### config.mk
export PLATFORM = sky130hd
export DESIGN_NAME = div_seq_n_flat
export DESIGN_NICKNAME = d
export VERILOG_FILES = /design/src/rtl/div_seq_n_if.sv /design/src/rtl/div_seq_n.sv /design/src/flat_wrapper.sv
export SDC_FILE = /design/constraint.sdc
export NUM_CORES = 1
export LEC_CHECK = 0
export ABC_AREA = 1
export BUFFER_PORTS_ARGS = -buffer_cell sky130_fd_sc_hd__buf_2
export CORE_ASPECT_RATIO = 1.25
export CORE_MARGIN = 5
export CORE_UTILIZATION = 42
export CTS_BUF_LIST = sky130_fd_sc_hd__clkbuf_8
export DETAILED_ROUTE_END_ITERATION = 6
export PLACE_DENSITY_LB_ADDON = 0.3
export SYNTH_ARGS = -nofsm -noshare
export SYNTH_HDL_FRONTEND = slang
export SYNTH_SLANG_ARGS = --single-unit
### constraint.sdc
create_clock -name clk -period 2 [get_ports clk]
set_input_delay 0.2 -clock clk [delete_from_list [all_inputs] [get_ports clk]]
set_output_delay 0.2 -clock clk [all_outputs]
set_load 0.03 [all_outputs]
### src/rtl/div_seq_n_if.sv
// Request/result bundle for the sequential divider: operands in, registered result and status out.
interface div_seq_n_if #(
    parameter int W = 8
);
    logic         start;
    logic         signed_mode;
    logic [W-1:0] D;
    logic [W-1:0] divider;
    logic [W-1:0] q;
    logic [W-1:0] r;
    logic         busy;
    logic         valid;
    logic         div_zero;
    logic         ovf;

    modport master (
        output start, signed_mode, D, divider,
        input  q, r, busy, valid, div_zero, ovf
    );

    modport slave (
        input  start, signed_mode, D, divider,
        output q, r, busy, valid, div_zero, ovf
    );
endinterface

### src/rtl/div_seq_n.sv
// Restoring shift-subtract divider, one quotient bit per clock, with signed/unsigned
// operands, divide-by-zero and signed-overflow reporting.
//   state | meaning
//   IDLE  | waiting for start; last result held on q/r
//   RUN   | W shift-subtract iterations on operand magnitudes
//   DONE  | one cycle: sign correction / special cases loaded into q/r
module div_seq_n #(
    parameter int W = 8
) (
    input  logic        clk,
    input  logic        rst,
    div_seq_n_if.slave  bus
);
    localparam int CW = $clog2(W + 1);

    typedef enum logic [1:0] {IDLE, RUN, DONE} state_t;

    state_t         r_state;
    state_t         w_next;

    logic [CW-1:0]  r_cnt;
    logic [W:0]     r_rem;
    logic [W-1:0]   r_quo;
    logic [W-1:0]   r_dvs;
    logic [W-1:0]   r_d_raw;
    logic [W-1:0]   r_q;
    logic [W-1:0]   r_r;
    logic           r_neg_q;
    logic           r_neg_r;
    logic           r_zero;
    logic           r_ovf_case;
    logic           r_valid;
    logic           r_div_zero;
    logic           r_ovf;

    logic           w_d_neg;
    logic           w_v_neg;
    logic [W-1:0]   w_abs_d;
    logic [W-1:0]   w_abs_v;
    logic           w_ovf_in;
    logic           w_tc;
    logic [W:0]     w_shift;
    logic [W:0]     w_sub;
    logic           w_fits;

    assign w_d_neg  = bus.signed_mode & bus.D[W-1];
    assign w_v_neg  = bus.signed_mode & bus.divider[W-1];
    assign w_abs_d  = w_d_neg ? -bus.D : bus.D;
    assign w_abs_v  = w_v_neg ? -bus.divider : bus.divider;
    assign w_ovf_in = bus.signed_mode && (bus.D == {1'b1, {(W-1){1'b0}}}) && (bus.divider == '1);
    assign w_tc     = (r_cnt == CW'(1));

    // Partial remainder shifted left with the next dividend bit; the trial compare uses the
    // full W+1 bit remainder so nothing is silently dropped.
    assign w_shift  = {r_rem[W-1:0], r_quo[W-1]};
    assign w_fits   = ({r_rem, r_quo[W-1]} >= {2'b00, r_dvs});
    assign w_sub    = w_shift - {1'b0, r_dvs};

    always_ff @(posedge clk) begin
        if (rst) r_state <= IDLE;
        else     r_state <= w_next;
    end

    always_comb begin
        w_next = r_state;
        case (r_state)
            IDLE: if (bus.start) w_next = (bus.divider == '0) ? DONE : RUN;
            RUN:  if (w_tc) w_next = DONE;
            DONE: w_next = IDLE;
            default: w_next = IDLE;
        endcase
    end

    always_ff @(posedge clk) begin
        if (rst) begin
            r_cnt      <= '0;
            r_rem      <= '0;
            r_quo      <= '0;
            r_dvs      <= '0;
            r_d_raw    <= '0;
            r_q        <= '0;
            r_r        <= '0;
            r_neg_q    <= 1'b0;
            r_neg_r    <= 1'b0;
            r_zero     <= 1'b0;
            r_ovf_case <= 1'b0;
            r_valid    <= 1'b0;
            r_div_zero <= 1'b0;
            r_ovf      <= 1'b0;
        end else begin
            case (r_state)
                IDLE: begin
                    if (bus.start) begin
                        r_d_raw    <= bus.D;
                        r_quo      <= w_abs_d;
                        r_dvs      <= w_abs_v;
                        r_rem      <= '0;
                        r_cnt      <= CW'(W);
                        r_neg_q    <= w_d_neg ^ w_v_neg;
                        r_neg_r    <= w_d_neg;
                        r_zero     <= (bus.divider == '0);
                        r_ovf_case <= w_ovf_in;
                        r_valid    <= 1'b0;
                        r_div_zero <= 1'b0;
                        r_ovf      <= 1'b0;
                    end
                end
                RUN: begin
                    r_rem <= w_fits ? w_sub : w_shift;
                    r_quo <= {r_quo[W-2:0], w_fits};
                    r_cnt <= r_cnt - CW'(1);
                end
                DONE: begin
                    r_valid <= 1'b1;
                    if (r_zero) begin
                        r_q        <= '1;
                        r_r        <= r_d_raw;
                        r_div_zero <= 1'b1;
                    end else if (r_ovf_case) begin
                        r_q   <= r_d_raw;
                        r_r   <= '0;
                        r_ovf <= 1'b1;
                    end else begin
                        r_q <= r_neg_q ? -r_quo : r_quo;
                        r_r <= r_neg_r ? -r_rem[W-1:0] : r_rem[W-1:0];
                    end
                end
                default: ;
            endcase
        end
    end

    assign bus.q        = r_q;
    assign bus.r        = r_r;
    assign bus.busy     = (r_state != IDLE);
    assign bus.valid    = r_valid;
    assign bus.div_zero = r_div_zero;
    assign bus.ovf      = r_ovf;
endmodule

### src/flat_wrapper.sv
// flat-port wrapper written by rule: the top's interface ports become plain ports
module div_seq_n_flat 
#(
    parameter int W = 8
)
  (clk, rst, bus_start, bus_signed_mode, bus_D, bus_divider, bus_q, bus_r, bus_busy, bus_valid, bus_div_zero, bus_ovf);
  div_seq_n_if #(.W(W)) bus_i ();
  input  logic clk;
  input  logic rst;
  input wire logic [$bits(bus_i.start)-1:0] bus_start;
  input wire logic [$bits(bus_i.signed_mode)-1:0] bus_signed_mode;
  input wire logic [$bits(bus_i.D)-1:0] bus_D;
  input wire logic [$bits(bus_i.divider)-1:0] bus_divider;
  output wire logic [$bits(bus_i.q)-1:0] bus_q;
  output wire logic [$bits(bus_i.r)-1:0] bus_r;
  output wire logic [$bits(bus_i.busy)-1:0] bus_busy;
  output wire logic [$bits(bus_i.valid)-1:0] bus_valid;
  output wire logic [$bits(bus_i.div_zero)-1:0] bus_div_zero;
  output wire logic [$bits(bus_i.ovf)-1:0] bus_ovf;
  assign bus_i.start = bus_start;
  assign bus_i.signed_mode = bus_signed_mode;
  assign bus_i.D = bus_D;
  assign bus_i.divider = bus_divider;
  assign bus_q = bus_i.q;
  assign bus_r = bus_i.r;
  assign bus_busy = bus_i.busy;
  assign bus_valid = bus_i.valid;
  assign bus_div_zero = bus_i.div_zero;
  assign bus_ovf = bus_i.ovf;
  div_seq_n #(.W(W)) u_core (.clk(clk), .rst(rst), .bus(bus_i));
endmodule
Yosys cells after proc, flatten, opt, wreduce, memory -nomap -nowiden --
Cells that the tools add are included.
Storage, ports and cells: register bits after elaboration 62, bits of input ports 20, output and inout port bits 20, logic and storage cells 74
Operators by class: add/sub/neg operators 6, $lt $le $gt $ge 1, eq/ne operators 10, multiplexer cells 26, bitwise operators 3, reduce and logical (&&, ||, !) cells 13
Operators with widths (count):
- $mux 8 | 9
- $neg 8->8 | 4
- $mux 9 | 2
- $pmux 9 s2 | 1
- $eq 8x8->1 const B | 2
- $pmux 8 s2 | 1
- $ge 10x8->1 | 1
- $sub 9x8->9 | 1
- $logic_not 8->1 | 1
- $pmux 4 s2 | 1
- $reduce_and 2->1 | 4
- $mux 2 | 3
- $ne 2x1->1 const B | 3
- $pmux 1 s2 | 3
- $reduce_bool 2->1 | 3
- $eq 4x1->1 const B | 1
- $mux 1 | 4
- $mux 4 | 1
- $ne 2x2->1 const B | 2
- $pmux 2 s2 | 1
- $reduce_and 4->1 | 1
- $sub 4x1->4 const B | 1
- $reduce_and 3->1 | 1
- $and 1x1->1 | 2
- 5 further kinds | 6

Longest topological paths before layout --
Gate-level depths: netlist of the first run.
depth after elaboration 4, depth in mapped cells 12, gate-level depth less buffers 12

Worst setup path after synthesis of the first run --
No wires, ideal clock.
path type reg2reg, start point reg u_core.r_quo[7], end point reg u_core.r_rem[7], setup time 0.131 ns, data arrival time 1.583 ns, required time 1.869 ns, slack 0.286 ns, stages on the path, launching flop included 13, buffers on the path 0, clock period less this slack 1.714 ns, cells stage by stage dfxtp_1 inv_1 ha_1 inv_1 fa_1 nand2_1 nand3_2 nand2_4 nand2_4 nand2_1 nand2_1 nand2_1 a21oi_2
On the way: cells in the longest elaborated chain, start to end 3, elaborated cells between the ends (all ways) 4, those cells by class 1 x add/sub; 1 x order compare; 2 x mux
Ends and longest elaborated chain:
- from (decl) | line div_seq_n.sv:23 | logic [W-1:0] r_quo;
- from (signal assigned) | line div_seq_n.sv:95 | r_quo <= w_abs_d;
- from (signal assigned) | line div_seq_n.sv:110 | r_quo <= {r_quo[W-2:0], w_fits};
- $sub 9x8->9 / $ge 10x8->1 (equally long branches) | line div_seq_n.sv:57, div_seq_n.sv:56
- $mux 9 (*) | line div_seq_n.sv:109 | r_rem <= w_fits ? w_sub : w_shift;
- $pmux 9 s2 (*) | line div_seq_n.sv:91 | case (r_state)
- to (signal assigned) | line div_seq_n.sv:109
- to (decl) | line div_seq_n.sv:22 | logic [W:0] r_rem;
Mark *: on every way between the ends. The rest lies on a longest branch, timed or not. A chain may end at the register's enable or synchronous reset.

Worst setup path in the final report of the first run --
Same ends and word-level chain as after synthesis.

==> results.md, run 1 <==
- The global-route wire length before repair is between 15 and 20 mm.
- The detailed-route DRC error count is 0.
- The height of the die is 114 um.
- The minimum setup slack in the final design is roughly 150 ps.
- The congestion estimate from routability-driven global placement came to about 0.9.
- After clock tree synthesis, the setup repair step added 0 buffers.
- The most frequently used cell type in the post-synthesis netlist is sky130_fd_sc_hd__nand2_1.
- The worst hold slack after final layout is about 110 ps.
- The post-cts hold buffer count is 0.
- The run finished with clean final reports.
- In this run the remaining antenna-violating nets after routing total 0.
- Timing would allow up to about 540 MHz.
- The cell-internal power is between 0.003 and 0.004 W.
- The power share of the clock group is 0.249.
- The number of standard cells in the layout, taps in and fillers out is 710.
- The HPWL after detailed placement is around 7.6 mm.
- CTS saw a little over 60 sinks.
- STA classifies the critical path endpoint as a flip-flop.
- In the global route stage, met3 resource usage came out at 0.0348.
- Of all flip-flops after synthesis, the portion carrying an async set or reset was 0.
- The initial DRC count is 220.
- In the synthesized netlist the dominant register cell turns out to be sky130_fd_sc_hd__dfxtp_1.
- The sum of overflow across all layers after global routing is 0.
- The worst-case IR drop observed on VDD is roughly 0.67 mV.
- Gates resized during post-CTS repair numbered 0.
- After synthesis, the most frequently instantiated cells are sky130_fd_sc_hd__nand2_1 (131), sky130_fd_sc_hd__inv_1 (80), sky130_fd_sc_hd__dfxtp_1 (62).
- The portion of the clock cycle consumed by the worst path in the final layout is 0.926.
- Dividing the detail-routed wire length by the instance count gives ~14 um.
- The number of pins exceeding their max-slew limit in the final report came to 0.
- The average instance area after synthesis is a little under 7 um2.
- The initial antenna violation count is 0.
- The critical path launch point type is a flip-flop.
- The area of the die is roughly 11,000 um2.
- For this configuration, the core starts out at a cell density of 0.426.
- The worst setup path endpoint is u_core.r_rem[7].
- The switching power of the nets is between 0.002 and 0.0025 W.
- The final number of setup-violating endpoints is 0.
- Of the post-synthesis cell area, the dominant cell type holds 0.339.
- Across all register-to-register paths, the minimum setup slack is between 100 and 150 ps.
- Across all layers, the routed design uses 3,706 vias.
- The final critical-path required period is around 1900 ps.
- In the global route stage, overall resource usage came out at 0.194.
- STA puts the critical path data required time at approximately 2200 ps.
- Setup repair after global routing left no endpoint under its margin.
- The relative max-transition margin is 0.725.
- The total iterations of the first detailed-routing run is 5.
- The routing usage on met2 is 0.337.
- The kind of critical path is flip-flop to flip-flop.
- The number of warning messages in the yosys log is 0.
- The net switching share of the total power is 0.418.
- The worst slack after detailed placement is 103 ps.
- After clock tree synthesis, the clock-pin slew on the worst setup and hold paths is around 70 ps.
- The number of different library cells used by synthesis comes to between 40 and 50.
- The critical path starts at u_core.r_quo[7].
- The clock tree root driver cell is sky130_fd_sc_hd__clkbuf_8.
- For this design the static power due to leakage is 1.98 nW.
- The final hold violation count is 0.
- After detailed routing, the total wire length is just over 10 mm.
- Of the synthesized area, sequential elements account for 0.339.
- The endpoint identified for the worst register-to-register timing path is u_core.r_rem[7].
- The number of enable flip-flop cells after synthesis is 0.
- The number of global-route vias before repair is between 3,000 and 4,000.
- The number of register bits inferred by synthesis is 62.
- TritonCTS built the clock tree.
- For met1 alone, demand over resource in global routing was 0.221.
- In the routed layout, each cell is associated on average with a via count of 5.22.
- Clock latency on the worst-skew pair, taken at its later pin, is about 350 ps.
- The count of boundary I/O pins is 40.
- Counting along the longest clock path gives a buffer depth of 2.
- The critical path data arrival time is roughly 2100 ps.
- Summing every instance area after synthesis gives ~3700 um2.
- Summed over all failing endpoints, the final setup total negative slack is 0 ps.
- The number of instances in the placed design is roughly 690.
- The cell row count is 38.
- After the last flow step, the layout net total stands at around 620.
- The startpoint identified for the worst register-to-register timing path is u_core.r_quo[7].
- The number of inserted diodes is 0.
- Of the total power, registers draw 0.303.
- The clock arrives with 8.76 ps of skew.
- The number of filler instances in the final layout is 868.
- Clock tree synthesis inserted a total of 9 buffers.
- Relative to the synthesized area, the layout overhead comes to 15.7%.
- Dividing total power by cell area gives a power density of about 1200 nW/um2.
- The worst register-to-register path has a depth of 12.
- In the final layout, the share of cells above drive strength 1 is 0.144.
- The net count after synthesis is between 500 and 600.
- The peak-usage layer in the global routing report is met2.
- The critical-path maximum fanout is 10.
- The largest area contributor in the netlist is sky130_fd_sc_hd__dfxtp_1.
- The number of instances in the synthesized netlist is around 540.
- Entering global routing, the biggest net connects 38 pins.
- Of the total power, combinational logic draws 0.449.
- Yosys attributes the largest share of cell area to sky130_fd_sc_hd__dfxtp_1 (34%), sky130_fd_sc_hd__nand2_1 (13%), sky130_fd_sc_hd__inv_1 (8.2%).
- Port buffering added 39 buffers.
- The deepest level of the CTS H-tree is 3.
- The reported max-cap violation count is 0.
- In this run the horizontal extent of the chip is approximately 94 um.
- The transition time at the pin with the least slew margin is 412 ps.
- The type of the worst min-delay path is input port to flip-flop.
- The placeable core area is between 8000 and 9000 um2.
==> per-stage QoR <==
step / total power, W / area (um2) / utilization
final: 0.00520 / 4240 / 0.493
after global placement: 0.00388 / 4010 / 0.465
after detailed placement: 0.00390 / 4010 / 0.465
after floorplan: 0.00340 / 3660 / -
after CTS: 0.00522 / 4240 / 0.493
after global routing: 0.00563 / 4240 / 0.493
==> cell families (layout without fill, tap and decap cells) <==
logic type,after synthesis,after routing,share of synthesized area
xor gates and xnor gates,6,6,0.0143
DFF,62,62,0.339
buffers and inverters,100,149,0.109
adders and majority gates,16,16,0.0567
and+or+nand+nor,239,239,0.296
AOI/OAI and AO/OA,118,118,0.185
==> cells in the final DEF, fill, tap and decap left out, types with 11 or more instances in the layout <==
| cell type | netlist | final |
|---|---|---|
| sky130_fd_sc_hd__nand3_1 | 53 | 53 |
| sky130_fd_sc_hd__nor2_1 | 27 | 27 |
| sky130_fd_sc_hd__a31oi_1 | 16 | 16 |
| sky130_fd_sc_hd__o21ai_0 | 34 | 34 |
| sky130_fd_sc_hd__dfxtp_1 | 62 | 62 |
| sky130_fd_sc_hd__a21oi_1 | 48 | 48 |
| sky130_fd_sc_hd__nand2_1 | 131 | 131 |
| sky130_fd_sc_hd__buf_2 | 4 | 39 |
| sky130_fd_sc_hd__clkbuf_8 | 0 | 12 |
| sky130_fd_sc_hd__ha_1 | 15 | 15 |
| sky130_fd_sc_hd__buf_4 | 3 | 11 |
| sky130_fd_sc_hd__inv_1 | 80 | 81 |
==> power by group through the flow <==
stage | Sequential [W] | Combinational [W] | Clock, W
global route | 0.00160 | 0.00266 | 0.00138
finish | 0.00158 | 0.00233 | 0.00129
CTS | 0.00157 | 0.00233 | 0.00131
global placement | 0.00160 | 0.00228 | 0
detailed placement | 0.00160 | 0.00230 | 0
floorplan | 0.00159 | 0.00180 | 0
==> worst min path at each step <==
stage                           from                 to  slack (ps)  depth (start not counted)
floorplan                  bus_start  u_core.r_state[1]         340                          2
global placement    u_core.bus.valid   u_core.bus.valid         450                          2
detailed placement  u_core.bus.valid   u_core.bus.valid         450                          2
CTS                        bus_start  u_core.r_state[1]         110                          3
global route               bus_start  u_core.r_state[1]         120                          3
finish                     bus_start  u_core.r_state[1]         110                          3
==> registers in the layout, summed over array words and instances (netlist names) <==
name	cells
u_core.r_d_raw	8
u_core.bus.q	8
u_core.bus.r	8
u_core.r_quo	8
u_core.r_rem	9
u_core.bus.div_zero	1
u_core.r_neg_r	1
u_core.r_dvs	8
u_core.r_cnt	4
u_core.r_neg_q	1
u_core.r_ovf_case	1
u_core.r_state	2
u_core.bus.valid	1
u_core.bus.ovf	1
u_core.r_zero	1
==> critical path, stage by stage, from the launching register on <==
cell and delay (ps):
sky130_fd_sc_hd__dfxtp_1 330, sky130_fd_sc_hd__inv_1 100, sky130_fd_sc_hd__ha_1 150, sky130_fd_sc_hd__inv_1 70, sky130_fd_sc_hd__fa_2 370, sky130_fd_sc_hd__nand2_1 120, sky130_fd_sc_hd__nand3_2 100, sky130_fd_sc_hd__nand2_4 130
sky130_fd_sc_hd__nand2_4 100, sky130_fd_sc_hd__nand2_1 100, sky130_fd_sc_hd__nand2_1 50, sky130_fd_sc_hd__nand2_1 70, sky130_fd_sc_hd__a21oi_2 50
==> per-layer routing <==
metal | part of all wire | up-vias
li1 | - | 1877
met1 | 0.41 | 1704
met2 | 0.51 | 96
met3 | 0.038 | 29
met4 | 0.045 | 0
met5 | 0 | -
==> final cells by class <==
cell class                      instances  area [um2]  share of cell area
Sequential cell                        62        1240               0.293
Clock inverter                          4        68.8              0.0162
Tap cell                              120         150              0.0354
Multi-Input combinational cell        379        2030               0.478
Timing Repair Buffer                   50         278              0.0655
Inverter                               83         313              0.0737
Clock buffer                           12         165              0.0389
No activity file was read; power rests on OpenSTA's default activity.
==> run 2: changes to the inputs <==
--- a/config.mk
+++ b/config.mk
@@ -9,10 +9,11 @@
 export BUFFER_PORTS_ARGS = -buffer_cell sky130_fd_sc_hd__buf_2
 export CORE_ASPECT_RATIO = 1.25
 export CORE_MARGIN = 5
-export CORE_UTILIZATION = 42
+export CORE_UTILIZATION = 45
 export CTS_BUF_LIST = sky130_fd_sc_hd__clkbuf_8
 export DETAILED_ROUTE_END_ITERATION = 6
 export PLACE_DENSITY_LB_ADDON = 0.3
+export SKIP_CTS_REPAIR_TIMING = 1
 export SYNTH_ARGS = -nofsm -noshare
 export SYNTH_HDL_FRONTEND = slang
 export SYNTH_SLANG_ARGS = --single-unit
==> run 2 against run 1 <==
Utilization grew 3.4 points. Total power shrank 4.6%. Combinational power rose by 2%. Global-route usage is 0.34 points higher. Maximum frequency increased by 1.1%. Sequential cell count is the same. Clock skew barely moved. Critical path depth did not move. Final cell count is 3.7% lower. First-iteration DRC count rose by 15%.
==> results.md, run 2 (synthesis results as in run 1) <==
- The run finished with clean final reports.
- The final number of setup-violating endpoints is 0.
- The final non-filler cell area is approximately 4200 um2.
- The worst-case IR drop observed on VDD is ~0.55 mV.
- The power share of the clock group is 0.206.
- Leaving out fill and tap cells, the most frequent cell in the layout is sky130_fd_sc_hd__nand2_1.
- The clock tree root driver cell is sky130_fd_sc_hd__clkbuf_8.
- The internal portion of the total power is about 0.0027 W.
- The total via count after detailed routing is 3,755.
- After detailed routing, the number of vias per cell comes to about 5.5.
- The number of antenna diodes in the final layout is 0.
- Setup repair after global routing left no endpoint under its margin.
- In this run the horizontal extent of the chip is a little over 90 um.
- At the placement stage, the worst setup path has a slack of between 100 and 150 ps.
- The register bank with the most flops is u_core.r_rem.
- The number of cells traversed by the worst register-to-register path is 12.
- The required arrival time at the worst endpoint is around 2200 ps.
- The share of total power dissipated in combinational logic is 0.478.
- For this design the total switching power over the nets is 0.00226 W.
- Across the run, the number of max-cap violations was 0.
- In this run the tightest slew margin relative to its limit is 0.651.
- The kind of end point of the critical path is a flip-flop.
- At the pin with the least slew margin, the transition time is around 520 ps.
- In this run the most critical hold path is launched from bus_start.
- From synthesis to final layout, the design area changed by 13.2%.
- The deepest level of the CTS H-tree is 3.
- The clock tree buffer depth is 2.
- The maximum number of pins on one net before global-route repair is 38.
- The count of port buffers added during placement is 39.
- The global router's overall resource usage is 0.198.
- The routed wirelength normalized by instance count is around 15 um.
- Clock-pin slew was measured on the worst setup and hold paths at around 80 ps.
- The detailed-route DRC error count is 0.
- The count of boundary I/O pins is 40.
- The total iterations of the first detailed-routing run is 5.
- The global-route wire length before repair is 16.4 mm.
- The type of the worst min-delay path is input port to flip-flop.
- The critical path data arrival time is approximately 2100 ps.
- For the final routed database, the setup TNS stands at 0 ps.
- The share of power burned in registers is 0.317.
- The worst register-to-register path ends at u_core.r_rem[7].
- The routed design has a little under 10 mm of wire.
- Leaving out fill and tap cells, the most frequent cells in the layout are sky130_fd_sc_hd__nand2_1 (131), sky130_fd_sc_hd__inv_1 (80), sky130_fd_sc_hd__dfxtp_1 (62).
- The final hold violation count is 0.
- The setup path with the least slack is of type flip-flop to flip-flop.
- The worst min-delay path endpoint is u_core.r_state[1].
- The total placed instance area is 3970 um2.
- The critical path launch point type is a flip-flop.
- Hold is met by 118 ps.
- The count of nets left with antenna violations once routing finished came out at 0.
- The minimum setup slack in the final design is roughly 170 ps.
- TritonCTS built the clock tree.
- The cell row count is 36.
- At the end of the flow the core is filled with cells to 0.527.
- The number of global-route vias before repair is 3,481.
- Timing would allow up to ~550 MHz.
- The total power density per cell area is around 1200 nW/um2.
- Of the available clock period, the critical path in the final layout requires 0.917.
- The initial antenna violation count is 0.
- The net count of the finished layout is slightly above 600.
- Along the worst hold path, the cell count comes to 3.
- The critical path goes through inv_1 -> ha_1 -> inv_1 -> fa_2 -> nand2_1 -> nand3_2 -> nand2_4 -> nand2_4 -> nand2_1 -> nand2_1 -> nand2_1 -> a21oi_2.
- The core region is just under 8000 um2.
- The layout cell share with drive strength beyond 1 is 0.144.
- Routability-driven placement finished with a final weighted congestion of 0.938.
- The floorplan step set the die height to about 110 um.
- The later pin in the worst-skew pair is clocked with a latency of between 300 and 400 ps.
- The HPWL after detailed placement is around 7.6 mm.
- The sum of overflow across all layers after global routing is 0.
- Clock skew on the completed layout was measured at ~8.9 ps.
- In this run the critical register-to-register path is launched from u_core.r_quo[7].
- The worst path in the final design needs a cycle of 1830 ps, including I/O delays and setup.
- The number of clock buffers added by TritonCTS is 9.
- The area of the die is between 10,000 and 15,000 um2.
- The clock net sink count is 62.
- The reg2reg setup slack is approximately 170 ps.
- The largest single stage delay on the critical path is between 300 and 400 ps.
- On the critical path, the stage with the largest delay is an instance of sky130_fd_sc_hd__fa_2.
- For this design the static power due to leakage is ~1.9 nW.
- The critical-path maximum fanout is 10.
- Of the total power, the share spent switching nets is 0.456.
- The starting density of the core is 0.465.
- The register with the most flip-flops in the layout has 9 of them.
- The most prevalent standard cell on the critical path is sky130_fd_sc_hd__nand2_1.
- In this run, the number of DRC markers left after iteration 0 of detailed routing was roughly 250.
- The number of pins exceeding their max-slew limit in the final report came to 0.
## run 2: cell count changes in the layout (fill, tap and decap cells not counted)
cell	before	now
sky130_fd_sc_hd__clkbuf_8	12	9
sky130_fd_sc_hd__inv_1	81	80
sky130_fd_sc_hd__inv_6	0	2
sky130_fd_sc_hd__bufinv_16	2	0
sky130_fd_sc_hd__buf_4	11	10
sky130_fd_sc_hd__clkinv_4	0	4
## run 2: layout make-up
class                   instances  area (um2)
clock buffers                   9         124
clock inverters                 7        57.6
inverters                      83         313
multi-input cells             379        2030
fillers                       775        3730
flip-flops and latches         62        1240
repair buffers                 49         270
well taps                      95         119
## run 2: power groups by stage
stage / Combinational (W) / Sequential (W) / Clock, W
final: 0.00237 / 0.00157 / 0.00102
after floorplan: 0.00180 / 0.00159 / 0
after detailed placement: 0.00234 / 0.00160 / 0
after CTS: 0.00235 / 0.00157 / 0.00103
after global placement: 0.00232 / 0.00159 / 0
after global routing: 0.00269 / 0.00159 / 0.00110
## run 2: how the worst max path moves through the flow
stage	start	to	depth (start not counted)
2_1_floorplan	u_core.r_quo[7]	u_core.r_rem[7]	12
3_3_place_gp	u_core.r_quo[7]	u_core.r_rem[7]	12
3_5_place_dp	u_core.r_quo[7]	u_core.r_rem[7]	12
4_1_cts	u_core.r_quo[7]	u_core.r_rem[7]	12
5_1_grt	u_core.r_quo[7]	u_core.r_rem[7]	12
6_report	u_core.r_quo[7]	u_core.r_rem[7]	12
## run 2: layer usage
layer	track usage	vias to the layer above	share of wire
li1	-	1880	-
met1	0.232	1742	0.42
met2	0.338	110	0.50
met3	0.0448	23	0.047
met4	0.0904	0	0.036
met5	0	-	0
## run 2: critical path: cells and delay by family, from the launching register on
| kind | cells | cell delay [ps] |
|---|---|---|
| adders and majority gates | 2 | 520 |
| and+or+nand+nor | 7 | 650 |
| buffers and inverters | 2 | 180 |
| AOI/OAI and AO/OA | 1 | 50 |
| DFF | 1 | 330 |
## run 2: stage by stage
stage | cells | power, W
floorplan | 541 | 0.00340
global placement | 668 | 0.00391
detailed placement | 668 | 0.00393
CTS | 684 | 0.00495
global route | 684 | 0.00538
finish | 684 | 0.00496
